`src/rtl/subpel_sad_ctrl_if.sv`:
```
// Handshake, window and result signals between the SAD sequencer and its neighbours.
// The master side drives the block data. The slave side is the sequencer.
interface subpel_sad_ctrl_if #(
   parameter int unsigned ACC_W = 14
);
   logic              start;
   logic              in_valid;
   logic              in_ready;
   logic [63:0]       ref_pix;
   logic [47:0]       org_pix;
   logic [63:0]       win_upper;
   logic [63:0]       win_middle;
   logic [63:0]       win_lower;
   logic [47:0]       win_org;
   logic [1199:0]     diff_bus;
   logic              busy;
   logic              done;
   logic [4:0]        best_idx;
   logic [ACC_W-1:0]  best_sad;

   modport master (
      output start, in_valid, ref_pix, org_pix, diff_bus,
      input  in_ready, win_upper, win_middle, win_lower, win_org,
      input  busy, done, best_idx, best_sad
   );

   modport slave (
      input  start, in_valid, ref_pix, org_pix, diff_bus,
      output in_ready, win_upper, win_middle, win_lower, win_org,
      output busy, done, best_idx, best_sad
   );
endinterface

```
`src/rtl/subpel_sad_ctrl.sv`:
```
// Fractional-pel SAD sequencer: it slides a 3-row reference window, accumulates 25 SADs
// and picks the best position. The integer position (k = 12) wins ties.
module subpel_sad_ctrl #(
   parameter int unsigned PIX_W = 8,
   parameter int unsigned ACC_W = 14
) (
   input logic             clk,
   input logic             rst,
   subpel_sad_ctrl_if.slave bus
);
   localparam int unsigned NumPos = 25;
   localparam int unsigned SlotW  = 6 * PIX_W;

   typedef enum logic [2:0] {StIdle, StLoad, StDrain, StSearch, StDone} state_e;

   state_e            state_q, state_d;
   logic [2:0]        beat_q;
   logic [4:0]        scan_q;
   logic              win_ok_q;
   logic [63:0]       win_upper_q, win_middle_q, win_lower_q;
   logic [47:0]       win_org_q;
   logic [ACC_W-1:0]  acc_q [NumPos];
   logic [ACC_W-1:0]  row_sum [NumPos];
   logic [ACC_W-1:0]  best_sad_q, cur_sad, next_sad;
   logic [4:0]        best_idx_q, cur_idx, next_idx;
   logic              beat_acc;

   assign beat_acc = (state_q == StLoad) && bus.in_valid;

   always_comb begin
      state_d = state_q;
      case (state_q)
         StIdle:   if (bus.start) state_d = StLoad;
         StLoad:   if (beat_acc && beat_q == 3'd7) state_d = StDrain;
         StDrain:  state_d = StSearch;
         StSearch: if (scan_q == 5'd24) state_d = StDone;
         StDone:   state_d = StIdle;
         default:  state_d = StIdle;
      endcase
   end

   always_comb begin
      for (int k = 0; k < NumPos; k++) begin
         row_sum[k] = '0;
         for (int i = 0; i < 6; i++) begin
            row_sum[k] = row_sum[k] + ACC_W'(bus.diff_bus[SlotW*k + PIX_W*i +: PIX_W]);
         end
      end
   end

   // The first scan step compares against acc[12] directly, which seeds the integer position.
   always_comb begin
      cur_sad  = (scan_q == 5'd0) ? acc_q[12] : best_sad_q;
      cur_idx  = (scan_q == 5'd0) ? 5'd12 : best_idx_q;
      next_sad = cur_sad;
      next_idx = cur_idx;
      if (scan_q != 5'd12 && acc_q[scan_q] < cur_sad) begin
         next_sad = acc_q[scan_q];
         next_idx = scan_q;
      end
   end

   always_ff @(posedge clk or posedge rst) begin
      if (rst) begin
         state_q      <= StIdle;
         beat_q       <= '0;
         scan_q       <= '0;
         win_ok_q     <= 1'b0;
         win_upper_q  <= '0;
         win_middle_q <= '0;
         win_lower_q  <= '0;
         win_org_q    <= '0;
         best_sad_q   <= '0;
         best_idx_q   <= '0;
         for (int k = 0; k < NumPos; k++) acc_q[k] <= '0;
      end else begin
         state_q  <= state_d;
         win_ok_q <= beat_acc && (beat_q >= 3'd2);
         if (state_q == StIdle && bus.start) begin
            beat_q <= '0;
            for (int k = 0; k < NumPos; k++) acc_q[k] <= '0;
         end else if (win_ok_q) begin
            for (int k = 0; k < NumPos; k++) acc_q[k] <= acc_q[k] + row_sum[k];
         end
         if (beat_acc) begin
            win_upper_q  <= win_middle_q;
            win_middle_q <= win_lower_q;
            win_lower_q  <= bus.ref_pix;
            win_org_q    <= bus.org_pix;
            beat_q       <= beat_q + 3'd1;
         end
         if (state_q == StDrain) begin
            scan_q <= '0;
         end else if (state_q == StSearch) begin
            scan_q     <= scan_q + 5'd1;
            best_sad_q <= next_sad;
            best_idx_q <= next_idx;
         end
      end
   end

   assign bus.in_ready   = (state_q == StLoad);
   assign bus.busy       = (state_q != StIdle);
   assign bus.done       = (state_q == StDone);
   assign bus.win_upper  = win_upper_q;
   assign bus.win_middle = win_middle_q;
   assign bus.win_lower  = win_lower_q;
   assign bus.win_org    = win_org_q;
   assign bus.best_idx   = best_idx_q;
   assign bus.best_sad   = best_sad_q;
endmodule

```
`src/flat_wrapper.sv`:
```
// flat-port wrapper written by rule: the top's interface ports become plain ports
module subpel_sad_ctrl_flat 
#(
   parameter int unsigned PIX_W = 8,
   parameter int unsigned ACC_W = 14
)
  (clk, rst, bus_start, bus_in_valid, bus_ref_pix, bus_org_pix, bus_diff_bus, bus_in_ready, bus_win_upper, bus_win_middle, bus_win_lower, bus_win_org, bus_busy, bus_done, bus_best_idx, bus_best_sad);
  subpel_sad_ctrl_if #(.ACC_W(ACC_W)) bus_i ();
  input logic clk;
  input logic rst;
  input wire logic [$bits(bus_i.start)-1:0] bus_start;
  input wire logic [$bits(bus_i.in_valid)-1:0] bus_in_valid;
  input wire logic [$bits(bus_i.ref_pix)-1:0] bus_ref_pix;
  input wire logic [$bits(bus_i.org_pix)-1:0] bus_org_pix;
  input wire logic [$bits(bus_i.diff_bus)-1:0] bus_diff_bus;
  output wire logic [$bits(bus_i.in_ready)-1:0] bus_in_ready;
  output wire logic [$bits(bus_i.win_upper)-1:0] bus_win_upper;
  output wire logic [$bits(bus_i.win_middle)-1:0] bus_win_middle;
  output wire logic [$bits(bus_i.win_lower)-1:0] bus_win_lower;
  output wire logic [$bits(bus_i.win_org)-1:0] bus_win_org;
  output wire logic [$bits(bus_i.busy)-1:0] bus_busy;
  output wire logic [$bits(bus_i.done)-1:0] bus_done;
  output wire logic [$bits(bus_i.best_idx)-1:0] bus_best_idx;
  output wire logic [$bits(bus_i.best_sad)-1:0] bus_best_sad;
  assign bus_i.start = bus_start;
  assign bus_i.in_valid = bus_in_valid;
  assign bus_i.ref_pix = bus_ref_pix;
  assign bus_i.org_pix = bus_org_pix;
  assign bus_i.diff_bus = bus_diff_bus;
  assign bus_in_ready = bus_i.in_ready;
  assign bus_win_upper = bus_i.win_upper;
  assign bus_win_middle = bus_i.win_middle;
  assign bus_win_lower = bus_i.win_lower;
  assign bus_win_org = bus_i.win_org;
  assign bus_busy = bus_i.busy;
  assign bus_done = bus_i.done;
  assign bus_best_idx = bus_i.best_idx;
  assign bus_best_sad = bus_i.best_sad;
  subpel_sad_ctrl #(.PIX_W(PIX_W), .ACC_W(ACC_W)) u_core (.clk(clk), .rst(rst), .bus(bus_i));
endmodule
```
`config.mk`:
```
export PLATFORM = sky130hd
export DESIGN_NAME = subpel_sad_ctrl_flat
export DESIGN_NICKNAME = d
export VERILOG_FILES = /design/src/rtl/subpel_sad_ctrl_if.sv /design/src/rtl/subpel_sad_ctrl.sv /design/src/flat_wrapper.sv
export SDC_FILE = /design/constraint.sdc
export NUM_CORES = 2
export LEC_CHECK = 0
export CAP_MARGIN = 0
export CORE_AREA = 2 2 611 613
export CTS_BUF_LIST = sky130_fd_sc_hd__clkbuf_4 sky130_fd_sc_hd__clkbuf_8
export DETAILED_ROUTE_END_ITERATION = 7
export DIE_AREA = 0 0 613 615
export DONT_BUFFER_PORTS = 1
export HOLD_SLACK_MARGIN = 0.06
export PLACE_DENSITY_LB_ADDON = 0.12
export SLEW_MARGIN = 20
export SYNTH_ARGS = -nofsm -noshare
export SYNTH_HDL_FRONTEND = slang
export SYNTH_SLANG_ARGS = --single-unit
```
`constraint.sdc`:
```
create_clock -name clk -period 18.7 [get_ports clk]
set_clock_uncertainty 0.15 [all_clocks]
set_input_delay 1.87 -clock clk [delete_from_list [all_inputs] [get_ports clk]]
set_output_delay 1.87 -clock clk [all_outputs]
set_load 0.005 [all_outputs]
```
==> impl_metrics.json <==
{
  "min_period_ps": 6360,
  "via_count": 49500,
  "antenna_found_initial": 69,
  "syn_to_final_growth_pct": 13.4,
  "finalSetupTns_ps": 0,
  "synth_flop_cell": "dfrtp_1",
  "track_usage": 0.163,
  "dpl.cell_count": 11900,
  "postCtsHoldBufs": 0,
  "yosys.area.top_type": "fa_1",
  "power.density_mw_per_mm2": 245,
  "yosysUniqueCellTypes": 66,
  "die_w_um": 613,
  "hold_viol": 0,
  "fillers": 41000,
  "worstPathMaxFanout": 33,
  "r2r_cells": 12,
  "drive_gt1_frac": 0.0585,
  "ys_ff_latch": 621,
  "arrival_ps": 7070,
  "rsz0062_at_grt": "false",
  "setup_violations": 0,
  "yosysSeqAreaShare": 0.231,
  "grt.overflow.total": 0,
  "antenna_left": 0,
  "met3_usage": 0.0451,
  "viasPerCell": 4.07,
  "cts_tree": "yes",
  "synth-async-reset-ratio": 1.00,
  "yosysWarnings": 0,
  "cts.clk_slew.worst_paths_ps": 50,
  "fmax_ghz": 0.157,
  "portBuffers": 0,
  "post_drt_wl_per_cell_um": 25.7,
  "drt_iter0_markers": 2091,
  "cts-htree-levels": 4,
  "die_height_um": 615,
  "final_cell_mix": "1,349 x inv_1, 833 x nand2_1, 825 x fa_1",
  "cts_buffers": 150,
  "synth.top_cell.area_share": 0.245,
  "grt_pass1_vias": 54000,
  "worst_slew_pin_slew_ps": 1040,
  "drc_errors": 0,
  "place.gp.congestion": 0.870,
  "relSlewSlack": 0.308,
  "final_core_utilization": 0.206,
  "grt_start_max_net_pins": 137,
  "synth.area.top_cells": "fa_1 25%, dfrtp_1 23%, ha_1 11%",
  "synthesis.nets": 9846,
  "start_kind": "flip-flop",
  "cts.sinks": 621,
  "end_kind": "flip-flop",
  "synthCells": 7087,
  "syn-cell-area_mm2": 0.0673,
  "design.core.area_mm2": 0.371,
  "rows": 224,
  "cp.buffers_inverters": 2,
  "num-nets-final": 9837,
  "grt_pass1_wl_um": 431000,
  "drv_cap": 0,
  "insertion_delay_ps": 990,
  "final_common_cell": "inv_1",
  "ctsResizeCount": 0,
  "grt-busiest-layer": "met2",
  "clockBufferDepth": 4,
  "dieArea_mm2": 0.377,
  "worstPathRequired_ps": 19400,
  "drt_pass1_iterations": 5,
  "detailed_place_hpwl_um": 269000,
  "startpoint": "u_core.scan_q[1]$_DFFE_PP0N_",
  "instances_no_fill": 12200,
  "slew_viol_final": 0,
  "crit_chain": "buf_4 > buf_4 > mux4_2 > a22oi_1 > nand4_1 > ha_1 > a21o_1 > a221o_1 > a31oi_1 > nand3_1 > a21oi_1 > a22o_1",
  "criticalPathCategory": "reg2reg",
  "syn_avg_cell_area_um2": 9.50,
  "fin_crit_sh": 0.340,
  "r2r_start": "u_core.scan_q[1]$_DFFE_PP0N_",
  "power.leakage_nw": 36.5,
  "cp_slowest_cell": "dfrtp_4",
  "hold_path.startpoint": "u_core.bus.win_upper[57]$_DFFE_PP0P_",
  "wl_um": 313000,
  "root_buffer": "clkbuf_8",
  "hold_class": "reg2reg",
  "status": "finished, final reports clean",
  "crit_family": "compound AO/OA/AOI/OAI gates",
  "initial_core_util": 0.182,
  "synth-edff-count": 0,
  "max-vdd-ir-drop_mv": 0.0805,
  "met2_usage": 0.295,
  "worst-path-stages": 12,
  "slowest_delay_ps": 800,
  "grt_util_met1": 0.189,
  "ios": 1578,
  "crit_top_cell": "buf_4",
  "cts_setup_buffers": 0,
  "min_path_cells": 2
}
==> cell usage after synthesis (80+ instances only) <==
cell	instances
nand2_1	835
fa_1	825
xnor2_1	261
ha_1	618
a21o_1	103
dfrtp_1	621
o21ai_0	247
mux2i_1	318
a21oi_1	173
inv_1	1350
a211oi_1	106
nor2_1	524
nor3_1	80
clkbuf_1	130
==> kinds of logic after synthesis <==
kind of cell | synth area share
xor+xnor | 0.0363
mux | 0.0676
compound gates | 0.0912
flops | 0.231
buf+inv | 0.0886
fa+ha+maj | 0.360
simple gates | 0.125
==> worst register-to-register path, stage by stage, from the launching register on <==
cell and delay, ps:
dfrtp_4 800, buf_4 590, buf_4 610, mux4_2 690, a22oi_1 740, nand4_1 290, ha_1 260, a21o_1 150
a221o_1 340, a31oi_1 310, nand3_1 550, a21oi_1 600, a22o_1 230
==> area by class of cell <==
cell class	instances	area, µm²	share of cell area
sequential	621	15600	0.204
clock buffer	227	2880	0.0377
clock inverter	23	299	0.00392
multi-input combinational	4902	45800	0.600
timing repair buffer	51	420	0.00551
antenna	25	62.6	0.000819
tap	4972	6220	0.0815
inverter	1352	5080	0.0665
==> layer usage <==
layer	routed length, µm	up-vias
li1	-	23000
met3	21200	325
met5	333	-
met2	161000	1296
met1	123000	24800
met4	7290	52
==> report_power, final <==
| group | switching (mW) | internal [mW] | leakage (nW) | total, mW |
|---|---|---|---|---|
| Combinational | 7.60 | 5.86 | 27.3 | 13.5 |
| Sequential | 1.34 | 2.04 | 7.54 | 3.38 |
| Clock | 0.823 | 1.04 | 1.68 | 1.86 |
==> metrics by stage <==
stage | hold WS, ps | area, µm² | setup slack, ps | power (mW)
2_1_floorplan | 320 | 67300 | 8200 | 12.8
3_3_place_gp | 346 | 73100 | 11080 | 17.1
3_5_place_dp | 344 | 73100 | 11450 | 17.2
4_1_cts | 361 | 76300 | 12170 | 19.2
5_1_grt | 378 | 76300 | 12030 | 21.0
6_report | 359 | 76400 | 12340 | 18.7
==> path summary, 6_finish.rpt <==
check,end,slack (ps)
worst min-delay path,u_core.bus.win_upper[57]$_DFFE_PP0P_,360
worst min register to register,u_core.bus.win_upper[57]$_DFFE_PP0P_,360
min in group asynchronous,u_core.bus.win_upper[59]$_DFFE_PP0P_,800
worst max-delay path,u_core.bus.best_idx[1]$_DFFE_PP0P_,12340
worst max register to register,u_core.bus.best_idx[1]$_DFFE_PP0P_,12340
max in group asynchronous,u_core.bus.win_upper[35]$_DFFE_PP0P_,13900
==> flip-flops by register name (all words and copies together) (netlist names) <==
register	cells
u_core.bus.win_upper	64
u_core.scan_q	5
u_core.state_q	3
u_core.bus.win_middle	64
u_core.acc_q	350
u_core.bus.win_lower	64
u_core.bus.best_idx	5
u_core.beat_q	3
u_core.win_ok_q	1
u_core.bus.win_org	48
u_core.bus.best_sad	14
No activity file was read; power rests on OpenSTA's default activity.
